===== src/rtl/dd_base_pkg.sv =====
// Converter-side constants shared with the DoubleDabble instance (N=32 -> 10 BCD digits).
package doubleDabblePkg;
  localparam int m_ddN           = 32;
  localparam int m_ddVectorWidth = 40;
endpackage


===== src/rtl/dd_conv_scheduler_pkg.sv =====
// Types and constants for the shared DoubleDabble scheduler.
package ddSchedPkg;
  localparam int BCDW = doubleDabblePkg::m_ddVectorWidth;

  typedef enum logic [1:0] {S_IDLE, S_ISSUE, S_BUSY, S_RESP} sched_state_t;

  function automatic int wd_width(input int timeout);
    return $clog2(timeout + 1);
  endfunction
endpackage


===== src/rtl/dd_conv_scheduler_arb.sv =====
// Combinational round-robin arbiter: first valid request at or after ptr, with wrap.
module rr_arbiter #(
  parameter int NREQ = 4,
  parameter int IDW  = $clog2(NREQ)
) (
  input  logic [NREQ-1:0] req,
  input  logic [IDW-1:0]  ptr,
  output logic [NREQ-1:0] grant,
  output logic [IDW-1:0]  grant_idx,
  output logic            any
);
  function automatic logic [IDW-1:0] wrap(input int s);
    return IDW'((s >= NREQ) ? s - NREQ : s);
  endfunction

  // Walk offsets from the far end so the closest valid request is written last.
  always_comb begin
    grant     = '0;
    grant_idx = '0;
    any       = 1'b0;
    for (int k = NREQ-1; k >= 0; k--) begin
      if (req[wrap(int'(ptr) + k)]) begin
        grant                        = '0;
        grant[wrap(int'(ptr) + k)]   = 1'b1;
        grant_idx                    = wrap(int'(ptr) + k);
        any                          = 1'b1;
      end
    end
  end
endmodule


===== src/rtl/dd_conv_scheduler.sv =====
// Shares one DoubleDabble converter among NREQ requesters with round-robin grant and a watchdog.
module dd_conv_scheduler
  import ddSchedPkg::*;
#(
  parameter int N       = 32,
  parameter int NREQ    = 4,
  parameter int TIMEOUT = 4*N+8
) (
  input  logic                    Clock,
  input  logic                    Reset,
  input  logic [NREQ-1:0]         ReqValid,
  input  logic [NREQ-1:0][N-1:0]  ReqData,
  output logic [NREQ-1:0]         ReqReady,
  output logic                    RespValid,
  input  logic                    RespReady,
  output logic [$clog2(NREQ)-1:0] RespId,
  output logic [BCDW-1:0]         RespBCD,
  output logic                    RespErr,
  output logic                    ConvStart,
  output logic [N-1:0]            ConvV,
  input  logic                    ConvReady,
  input  logic [BCDW-1:0]         ConvBCD
);
  localparam int IDW = $clog2(NREQ);
  localparam int WDW = wd_width(TIMEOUT);

  sched_state_t    state;
  logic [IDW-1:0]  rr_ptr, id_q, grant_idx;
  logic [N-1:0]    op_q;
  logic [BCDW-1:0] bcd_q;
  logic            err_q, seen_busy, any;
  logic [WDW-1:0]  wd_cnt;
  logic [NREQ-1:0] grant;
  logic            wd_hit;

  rr_arbiter #(.NREQ(NREQ), .IDW(IDW)) u_arb (
    .req(ReqValid), .ptr(rr_ptr), .grant(grant), .grant_idx(grant_idx), .any(any)
  );

  assign ReqReady  = (state == S_IDLE) ? grant : '0;
  assign ConvStart = (state == S_ISSUE) && ConvReady;
  assign ConvV     = op_q;
  assign RespValid = (state == S_RESP);
  assign RespId    = id_q;
  assign RespBCD   = bcd_q;
  assign RespErr   = err_q;
  // >= so a start accepted on the last watchdog cycle still times out one cycle later.
  assign wd_hit    = (wd_cnt >= WDW'(TIMEOUT-1));

  always_ff @(posedge Clock) begin
    if (Reset) begin
      state     <= S_IDLE;
      rr_ptr    <= '0;
      op_q      <= '0;
      id_q      <= '0;
      bcd_q     <= '0;
      err_q     <= 1'b0;
      wd_cnt    <= '0;
      seen_busy <= 1'b0;
    end else begin
      case (state)
        S_IDLE: if (any) begin
          op_q      <= ReqData[grant_idx];
          id_q      <= grant_idx;
          rr_ptr    <= (grant_idx == IDW'(NREQ-1)) ? '0 : grant_idx + IDW'(1);
          err_q     <= 1'b0;
          wd_cnt    <= '0;
          seen_busy <= 1'b0;
          state     <= S_ISSUE;
        end
        S_ISSUE: begin
          wd_cnt <= wd_cnt + WDW'(1);
          if (ConvReady) begin
            state <= S_BUSY;
          end else if (wd_hit) begin
            bcd_q <= '0;
            err_q <= 1'b1;
            state <= S_RESP;
          end
        end
        S_BUSY: begin
          wd_cnt <= wd_cnt + WDW'(1);
          if (!ConvReady) seen_busy <= 1'b1;
          // Completion wins over a coincident watchdog expiry.
          if (seen_busy && ConvReady) begin
            bcd_q <= ConvBCD;
            err_q <= 1'b0;
            state <= S_RESP;
          end else if (wd_hit) begin
            bcd_q <= '0;
            err_q <= 1'b1;
            state <= S_RESP;
          end
        end
        S_RESP: if (RespReady) state <= S_IDLE;
        default: state <= S_IDLE;
      endcase
    end
  end
endmodule


===== config.mk =====
export PLATFORM = sky130hd
export DESIGN_NAME = dd_conv_scheduler
export DESIGN_NICKNAME = d
export VERILOG_FILES = /design/src/rtl/dd_base_pkg.sv /design/src/rtl/dd_conv_scheduler_pkg.sv /design/src/rtl/dd_conv_scheduler_arb.sv /design/src/rtl/dd_conv_scheduler.sv
export SDC_FILE = /design/constraint.sdc
export NUM_CORES = 1
export LEC_CHECK = 0
export BUFFER_PORTS_ARGS = -buffer_cell sky130_fd_sc_hd__clkbuf_2
export CAP_MARGIN = 40
export CORE_ASPECT_RATIO = 1.75
export CORE_MARGIN = 2
export CORE_UTILIZATION = 28
export CTS_CLUSTER_SIZE = 12
export DETAILED_ROUTE_END_ITERATION = 8
export PLACE_DENSITY_LB_ADDON = 0.05
export SLEW_MARGIN = 10
export SYNTH_ARGS = -nofsm -noshare
export SYNTH_HDL_FRONTEND = slang
export SYNTH_SLANG_ARGS = --single-unit

===== constraint.sdc =====
create_clock -name Clock -period 4 [get_ports Clock]
set_clock_uncertainty 0.05 [all_clocks]
set_input_delay 0.8 -clock Clock [delete_from_list [all_inputs] [get_ports Clock]]
set_output_delay 0.8 -clock Clock [all_outputs]
set_load 0.03 [all_outputs]

; After elaboration in Yosys (flattened, before gate mapping)
; Cells that the tools add are included.
[op_classes]
n_addsub = 9
order_cmp = 14
n_eq_ne = 8
muxes = 55
reduce_logical = 18
[ops]
columns = op, n
row1 = $mux 40, 3
row2 = $pmux 40 s2, 1
row3 = $bmux 32 s2, 1
row4 = $mux 32, 1
row5 = $mux 2, 14
row6 = $mux 4, 5
row7 = $mux 1, 17
row8 = $pmux 8 s2, 1
row9 = $lt 2x3->1 const B, 5
row10 = $ge 3x3->1 const B, 3
row11 = $add 8x1->8 const B, 1
row12 = $bmux 1 s2, 4
row13 = $demux 1 s2, 4
row14 = $ge 2x1->1 const B, 4
row15 = $ge 8x8->1 const B, 1
row16 = $mux 8, 1
row17 = $pmux 2 s4, 1
row18 = $reduce_and 2->1, 4
row19 = $sub 2x1->2 const B, 4
row20 = $add 2x2->3 const B, 2
row21 = $eq 2x2->1 const B, 3
row22 = $logic_and 1x1->1, 6
row23 = $ne 2x2->1 const B, 3
row24 = $reduce_and 3->1, 2
row25 = 11 further kinds, 13
[totals]
regBits = 88
inputBits = 176
word_cells = 112

; Longest topological paths before layout
; Gate-level depths: netlist (run 1).
[logic_depth]
ltp_word = 12
ltp_mapped = 12
depth_no_buf = 8

; Modules after synthesis
; Synthesis (run 1) repeated with hierarchy kept, for this count alone.
[hier_totals]
hier_cells = 436
area_unflattened_um2 = 4947.2
[by_module_without_submodules]
columns = module, instances, cells_each, area_each_um2, seq_area_each_um2
row1 = dd_conv_scheduler, 1, 351, 4264.1, 1761.7
row2 = rr_arbiter, 1, 85, 683.2, 0.0

; Least setup slack after synthesis (run 1)
; Ideal clock, no wire load.
[synth_timing]
kind = input to output
from = input ReqValid[0]
to = output ReqReady[0]
arrival_time_ns = 2.720
required_time_ns = 3.150
path_slack_ns = 0.430
path_stages = 6
path_buffers = 1
path_cell_list = buf_2 > mux4_2 > a211oi_1 > a221oi_1 > a211o_1 > a21oi_1
[synth_via]
elab_chain_len = 7
[synth_lines]
columns = item, line_no
row1 = start: declaration, dd_conv_scheduler.sv:11  ; input logic [NREQ-1:0] ReqValid,
row2 = $bmux 1 s2, dd_conv_scheduler_arb.sv:22  ; if (req[wrap(int'(ptr) + k)]) begin
row3 = $mux 1 (implied by the code), dd_conv_scheduler_arb.sv:22
row4 = $mux 4 (3 in series), dd_conv_scheduler_arb.sv:22
row5 = $mux 4 *, dd_conv_scheduler_arb.sv:22
row6 = $mux 4 *, dd_conv_scheduler.sv:40  ; assign ReqReady = (state == S_IDLE) ? grant : '0;
row7 = end: declaration, dd_conv_scheduler.sv:13  ; output logic [NREQ-1:0] ReqReady,
; Mark *: on every way between the ends. The rest lies on a longest branch, timed or not. The select of a mux whose other input is x is not followed.

; Final worst setup path (run 1)
[layout_timing]
from = input ReqValid[0]
to = output ReqReady[2]
; The elaborated chain is that of the path after synthesis.

==> impl_metrics.toml, run 1 <==
[outcome]
outcome = "completed"

[clock_tree]
clk_latency_ns = 0.34
cts_root_buf = "clkbuf_16"
cts-resized-gates = 0
cts_setup_buffers = 0
numCtsBuffers = 9
cts_buffer_depth = 2
ctsHoldBuffers = 0
cts_sinks = 88
cts_tree = "done"
htreeDepth = 3
clk_pin_slew_worst_paths_ns = 0.07

[final_layout]
fin_cells = 962
nets = 953
n_antenna_cell = 0
area_growth_pct = 37.6
layout-drive-gt1-share_pct = 39.7
n_fill_cell = 1721

[timing]
worst_pin_slew_ns = 0.743
finalCriticalPeriod_ns = 3.64
worst_slack_ns = 0.364
fin_setup_tns_ns = 0
max_freq_mhz = 275
post-route-period-util_pct = 90.9
rsz0062_at_grt = "false"
hold_viol_final = 0
setup_viol = 0
slew_viol_final = 0
slew_headroom_pct = 50.3

[die]
die_h_um = 174
die_w_um = 101
dieArea_um2 = 17600
num_rows = 62
io_pins = 257
fp.coreArea_um2 = 16300
start_util_pct = 28.5

[synthesis]
synth.top_cells.by_count = "dfxtp_1 (88), nor2_1 (69), nand2_1 (50)"
yosysMostFrequentCell = "dfxtp_1"
ys.flop_type = "dfxtp_1"
synthTopCellsByArea = "dfxtp_1 (38%), mux2i_1 (8.9%), a22oi_1 (6.5%)"
yosysUniqueCellTypes = 50
yosysTopAreaCell = "dfxtp_1"
syn_area_um2 = 4640
syn_nets = 710
synthArstFlopShare_pct = 0
synth_seq_cells = 88
yosysWarnings = 0
synth_top_cell_area_share_pct = 38.0
ys_seq_area_share_pct = 38.0
syn_area_per_cell_um2 = 8.88
synth_edf_count = 0
synthCells = 522

[drt]
detail_route.wirelength_um = 16700
num_vias = 4878
drtIter0Drc = 127
viasPerCell = 5.07
drc_errors = 0
firstDrtPassIters = 4
wl_per_cell_um = 17.4
drt.antenna.violating_nets = 0

[setup_path]
path_class = "primary input to output port"
cp_top_family = "compound AO/OA/AOI/OAI gates"
critical_path.max_fanout = 9
endpoint_kind = "output port"
worst-path-buf-inv = 2
crit_arrival_ns = 2.79
crit_top_cell = "clkbuf_2"
required_ns = 3.15
cp_cell_sequence = "clkbuf_2 > mux4_2 > a211oi_1 > a221oi_1 > a211o_1 > a21oi_1 > clkbuf_2"
cpPeakStageDelay_ns = 0.56
startpoint_type = "primary input"
crit_slowest_cell = "mux4_2"

[global_routing]
overflow = 0
grt_antenna_before_repair = 0
grtUsageTotal_pct = 18.6
grt_pass1_wl_um = 25600
grt_max_degree = 41
grt_pass1_vias = 4960

[hold_path]
timing.hold.worst.class = "register to register"

[place]
pre_cts_ws_ns = 0.401
portBuffers = 256
hpwl_um = 13200
place.gp.congestion = 0.790
dpl.cell_count = 946

[power_and_ir_drop]
power_leakage_uw = 0.00294
power.density_nw_per_um2 = 645
vdd_drop_max_mv = 0.282

[flow_run]
maxCapViolations = 0
## cells in the final DEF (no fill, tap or decap), types with 3 or more instances in the layout
cell type,synthesis,routed
nor2b_1,5,5
ha_1,12,12
nor4_1,3,3
nand2_1,50,50
dfxtp_1,88,88
a31o_2,6,6
xor2_1,6,6
nand4_1,3,3
clkbuf_16,0,9
a31oi_1,16,16
o211ai_1,19,19
nand3_1,4,4
inv_6,0,3
mux2i_1,41,41
a22oi_1,40,40
mux4_2,3,3
buf_4,2,16
o21ai_0,8,8
a211oi_1,14,14
nor3b_1,6,6
nor2_1,69,67
a2111oi_1,4,4
a221oi_1,5,5
clkbuf_2,0,256
nor4b_1,15,15
a211o_1,4,4
a21oi_1,12,12
a21o_1,5,5
a21boi_0,8,8
a2111oi_0,3,3
inv_1,10,10
## worst paths after layout
check	startpoint	end	slack, ns	cells past startpoint
worst min register to register	ConvV[23]	ConvV[23]	0.44	2
worst max register to register	rr_ptr[0]	ConvV[0]	0.73	9
worst min-delay path	ConvV[23]	ConvV[23]	0.44	2
worst max-delay path	ReqValid[0]	ReqReady[2]	0.36	7
## metal layers
layer	share of wire, %	GRT usage (%)	routed length (µm)	vias to the layer above
met5	0	0	0	-
met2	54	34.2	9010	169
met3	6.0	4.95	1010	17
met4	1.9	5.52	316	0
li1	-	-	-	2418
met1	38	20.2	6360	2274
## metrics by stage
| step | power, µW | utilization [%] | cell area [µm²] | hold WS (ns) |
|---|---|---|---|---|
| after detailed placement | 3350 | 37.5 | 6100 | 0.429 |
| after floorplan | 2750 | - | 4640 | 0.423 |
| final | 4110 | 39.2 | 6380 | 0.445 |
| after global routing | 4390 | 39.2 | 6380 | 0.461 |
| after CTS | 4180 | 39.2 | 6380 | 0.446 |
| after global placement | 3320 | 37.3 | 6080 | 0.416 |
## cell families (layout without fill, tap and decap cells)
logic type | after synthesis | in the layout | share of synthesized area, %
flops | 88 | 88 | 38.0
xor+xnor | 7 | 7 | 1.32
mux | 44 | 44 | 10.3
fa+ha+maj | 12 | 12 | 3.24
buf+inv | 51 | 299 | 5.37
simple gates | 164 | 164 | 16.8
compound gates | 156 | 156 | 24.9
## worst min-delay path, stage by stage (launching register included)
cell      delay, ns
dfxtp_1        0.31
nand2_1        0.05
o211ai_1       0.08
## cell type report
type	count	area, µm²	area share [%]
multi-input cells	383	2650	41.5
clock inverters	6	51.3	0.804
flip-flops and latches	88	1760	27.6
well taps	192	240	3.76
clock buffers	10	229	3.59
repair buffers	273	1410	22.1
inverters	10	37.5	0.588
## sequential cells by signal, summed over array words and instances, names as in the netlist
signal / count
seen_busy: 1
ConvV: 32
RespId: 2
rr_ptr: 2
RespErr: 1
wd_cnt: 8
RespBCD: 40
state: 2
## report_power, final
group,internal (µW),switching [µW]
Sequential,1040,93.0
Combinational,787,1390
Clock,431,377
Total,2250,1860
(Power assumes the default switching activity.)
==> inputs of run 2 (changes only) <==
--- a/config.mk
+++ b/config.mk
@@ -9,7 +9,7 @@
 export CAP_MARGIN = 40
 export CORE_ASPECT_RATIO = 1.75
 export CORE_MARGIN = 2
-export CORE_UTILIZATION = 28
+export CORE_UTILIZATION = 45
 export CTS_CLUSTER_SIZE = 12
 export DETAILED_ROUTE_END_ITERATION = 8
 export PLACE_DENSITY_LB_ADDON = 0.05
==> constraint.sdc (replaced) <==
create_clock -name Clock -period 3.45 [get_ports Clock]
set_clock_uncertainty 0.05 [all_clocks]
set_input_delay 0.69 -clock Clock [delete_from_list [all_inputs] [get_ports Clock]]
set_output_delay 0.69 -clock Clock [all_outputs]
set_load 0.03 [all_outputs]
==> run 2 against run 1 <==
Register-to-register slack lost 0.30 ns. Worst hold slack lost 0.010 ns. Core utilization grew 24 points. Cell count shrank 5.9%. Die area shrank 37%. Via count grew 3.9%. Final area is essentially flat. Global-route usage grew 9.7 points.
==> impl_metrics.toml, run 2 (synthesis results as in run 1) <==
[timing]
setup_viol = 0
hold_viol_final = 0
finalCriticalPeriod_ns = 3.31
max_freq_mhz = 302
slew_viol_final = 0
post-route-period-util_pct = 95.9
worst_pin_slew_ns = 0.797
fin_setup_tns_ns = 0
rsz0062_at_grt = "false"
slew_headroom_pct = 46.9

[final_layout]
area_growth_pct = 37.7
n_antenna_cell = 0
largest_reg_flops = 40
design_area_um2 = 6380
n_fill_cell = 960
final_cell_mix = "clkbuf_2 (256), dfxtp_1 (88), nor2_1 (67)"
layout-drive-gt1-share_pct = 40.4
nets = 961
mostFrequentLayoutCell = "clkbuf_2"
utilization_pct = 62.7

[clock_tree]
cts_setup_buffers = 0
cts_sinks = 88
cts_buffer_depth = 2
cts-resized-gates = 0
clk_pin_slew_worst_paths_ns = 0.06
htreeDepth = 3
clk_latency_ns = 0.34
ctsHoldBuffers = 0
cts_root_buf = "clkbuf_16"
cts_tree = "done"
numCtsBuffers = 9

[drt]
firstDrtPassIters = 4
viasPerCell = 5.60
num_vias = 5067
drt.antenna.violating_nets = 0
drc_errors = 0
drtIter0Drc = 274
detail_route.wirelength_um = 15800
wl_per_cell_um = 17.5

[setup_path]
path_class = "register to output port"
reg2regPathDepth = 9
startpoint_type = "register"
r2r_end = "ConvV[10]"
r2r_start = "rr_ptr[0]"
crit_arrival_ns = 2.57
required_ns = 2.71
rrSetupSlack_ns = 0.43
critical_path.max_fanout = 10
endpoint_kind = "output port"

[global_routing]
overflow = 0
grtUsageTotal_pct = 28.3
grt_antenna_before_repair = 0
grt_max_degree = 67
grt_pass1_vias = 5114
grt_pass1_wl_um = 24800

[die]
die_w_um = 80.7
die_h_um = 138
dieArea_um2 = 11200
fp.coreArea_um2 = 10200
num_rows = 49
io_pins = 257
start_util_pct = 45.6

[place]
portBuffers = 256
place.gp.congestion = 0.872
hpwl_um = 12200
dpl-instance-area_um2 = 6050

[outcome]
outcome = "completed"

[power_and_ir_drop]
power.density_nw_per_um2 = 760
vdd_drop_max_mv = 0.511
power_leakage_uw = 0.00299

[hold_path]
min_from = "ConvV[0]"
timing.hold.worst.class = "register to register"
whs_path_depth = 2
hold_end = "ConvV[0]"

[flow_run]
maxCapViolations = 0
-- run 2: cell types whose count changed in the layout (fill, tap and decap cells not counted), sizes merged --
cell,before,now
buf,17,24
bufinv,0,1
clkinv,2,1
nor2,70,71
-- run 2: critical path: stages, from the launching register on --
cell and delay [ns]:
dfxtp_1 0.32, inv_1 0.12, ha_2 0.43, mux4_2 0.63, a211o_1 0.36, a21oi_1 0.15
clkbuf_2 0.22
-- run 2: routing by layer --
| metal | vias to the layer above | track usage [%] | wire (µm) |
|---|---|---|---|
| met5 | - | 0 | 0 |
| met3 | 31 | 6.33 | 1060 |
| met1 | 2380 | 30.1 | 5650 |
| li1 | 2449 | - | - |
| met2 | 207 | 51.9 | 8620 |
| met4 | 0 | 11.5 | 470 |
-- run 2: stage by stage --
stage | setup slack [ns] | cells | total power [µW] | hold WS, ns
after global placement | 0.193 | 886 | 3790 | 0.414
after global routing | 0.0308 | 905 | 5130 | 0.460
final | 0.141 | 905 | 4850 | 0.434
after floorplan | 0.100 | 522 | 3190 | 0.423
after detailed placement | 0.142 | 887 | 3840 | 0.422
after CTS | 0.0353 | 903 | 4840 | 0.436
-- run 2: final cells by class --
type	count	area, µm²	share of cell area, %
well taps	127	159	2.49
clock buffers	10	229	3.59
inverters	10	37.5	0.588
clock inverters	6	75.1	1.18
flip-flops and latches	88	1760	27.6
multi-input cells	384	2660	41.6
repair buffers	280	1470	23.0
-- run 2: worst max path at each step --
stage | start | end | depth (start not counted)
after floorplan | ReqValid[0] | ReqReady[0] | 6
after global placement | ReqValid[1] | ReqReady[2] | 7
after detailed placement | ReqValid[1] | ReqReady[0] | 7
after CTS | rr_ptr[0] | ReqReady[0] | 9
after global routing | rr_ptr[0] | ReqReady[2] | 6
final | rr_ptr[0] | ReqReady[2] | 6
-- run 2: where the power goes --
group	leakage, µW	switching [µW]	internal [µW]	total, µW
clock network	0.000146	433	573	1010
registers	0.000718	101	1200	1300
logic	0.00212	1610	934	2550
==> inputs of run 3 (changes only) <==
--- a/config.mk
+++ b/config.mk
@@ -13,6 +13,7 @@
 export CTS_CLUSTER_SIZE = 12
 export DETAILED_ROUTE_END_ITERATION = 8
 export PLACE_DENSITY_LB_ADDON = 0.05
+export RECOVER_POWER = 50
 export SLEW_MARGIN = 10
 export SYNTH_ARGS = -nofsm -noshare
 export SYNTH_HDL_FRONTEND = slang
==> run 3 against run 2 <==
Largest cell class unchanged. Cell count unchanged. Sequential power about the same. Non-clock buffer count unchanged. Largest power group unchanged. Maximum frequency about the same.
==> impl_metrics.toml, run 3 (synthesis results as in run 1) <==
[outcome]
outcome = "completed"

[drt]
drt.antenna.violating_nets = 0
viasPerCell = 5.63
wl_per_cell_um = 17.5
drtIter0Drc = 233
drc_errors = 0
detail_route.wirelength_um = 15900
firstDrtPassIters = 4
num_vias = 5092

[clock_tree]
cts_sinks = 88
cts_buffer_depth = 2
numCtsBuffers = 9
ctsHoldBuffers = 0
htreeDepth = 3
cts_tree = "done"
clk_latency_ns = 0.34
clk_pin_slew_worst_paths_ns = 0.06
cts_setup_buffers = 0
cts-resized-gates = 0
cts_root_buf = "clkbuf_16"

[die]
io_pins = 257
die_w_um = 80.7
die_h_um = 138
start_util_pct = 45.6
fp.coreArea_um2 = 10200
dieArea_um2 = 11200
num_rows = 49

[timing]
rsz0062_at_grt = "false"
holdWs_ns = 0.434
worst_pin_slew_ns = 0.807
hold_viol_final = 0
finalCriticalPeriod_ns = 3.31
max_freq_mhz = 302
slew_headroom_pct = 46.2
setup_viol = 0
fin_setup_tns_ns = 0
slew_viol_final = 0
post-route-period-util_pct = 95.9

[final_layout]
multiInputGateArea_um2 = 2660
layout-drive-gt1-share_pct = 30.3
seq_area_um2 = 1760
n_antenna_cell = 0
mostFrequentLayoutCell = "clkbuf_2"
n_fill_cell = 1010
largest_reg_flops = 40
nets = 961
area_growth_pct = 35.5
final_cell_mix = "clkbuf_2 (180), dfxtp_1 (88), clkbuf_1 (79)"

[power_and_ir_drop]
p_int_uw = 2670
power_leakage_uw = 0.00272
power_switching_uw = 2150
comb_power_share_pct = 52.2
vdd_drop_max_mv = 0.512
clockPowerShare_pct = 20.8
switching_share_pct = 44.6
p_seq_share_pct = 27.0
power.density_nw_per_um2 = 767

[global_routing]
grtUsageTotal_pct = 28.3
grt_pass1_wl_um = 24800
grt_max_degree = 67
grt_pass1_vias = 5114
overflow = 0
grt_antenna_before_repair = 0

[place]
place.gp.congestion = 0.872
hpwl_um = 12200
portBuffers = 256

[setup_path]
startpoint_type = "register"
required_ns = 2.71
path_class = "register to output port"
critical_path.max_fanout = 10
crit_arrival_ns = 2.57
endpoint_kind = "output port"

[hold_path]
timing.hold.worst.class = "register to register"

[flow_run]
maxCapViolations = 0
## run 3: path summary, 6_finish.rpt
check	from	end	slack (ns)	cells past startpoint
setup / recovery	rr_ptr[0]	ReqReady[2]	0.14	6
hold / removal	ConvV[31]	ConvV[31]	0.43	2
hold reg to reg	ConvV[31]	ConvV[31]	0.43	2
setup reg to reg	rr_ptr[0]	ConvV[10]	0.43	9
## run 3: power by group through the flow
stage / logic [µW] / clock network (µW) / registers [µW]
floorplan: 1550 / 0 / 1630
global placement: 2470 / 0 / 1320
detailed placement: 2520 / 0 / 1320
CTS: 2520 / 1020 / 1300
global route: 2710 / 1060 / 1320
finish: 2510 / 1000 / 1300
## run 3: critical path, cell delays in order (launching register included)
cell      delay [ns]
dfxtp_1         0.32
inv_1           0.12
ha_2            0.43
mux4_2          0.63
a211o_1         0.36
a21oi_1         0.15
clkbuf_2        0.22
## run 3: per-stage QoR
step	area [µm²]	util, %	setup slack [ns]	power, µW	instances
floorplan	4640	-	0.100	3190	522
global placement	6040	59.4	0.193	3790	886
detailed placement	6050	59.4	0.142	3840	887
CTS	6350	62.4	0.0353	4840	903
global route	6280	61.7	0.0309	5090	905
finish	6280	61.7	0.143	4820	905
## run 3: final cells by class
class                      instances  area share (%)
sequential                        88            28.0
timing repair buffer             280            21.7
inverter                          10           0.598
tap                              127            2.53
clock inverter                     6            1.20
clock buffer                      10            3.65
multi-input combinational        384            42.3
## run 3: routing by layer
layer	global-route usage, %	up-vias	routed length [µm]
met5	0	-	0
li1	-	2453	-
met4	11.5	0	495
met1	30.1	2400	5760
met3	6.33	33	984
met2	51.9	206	8620
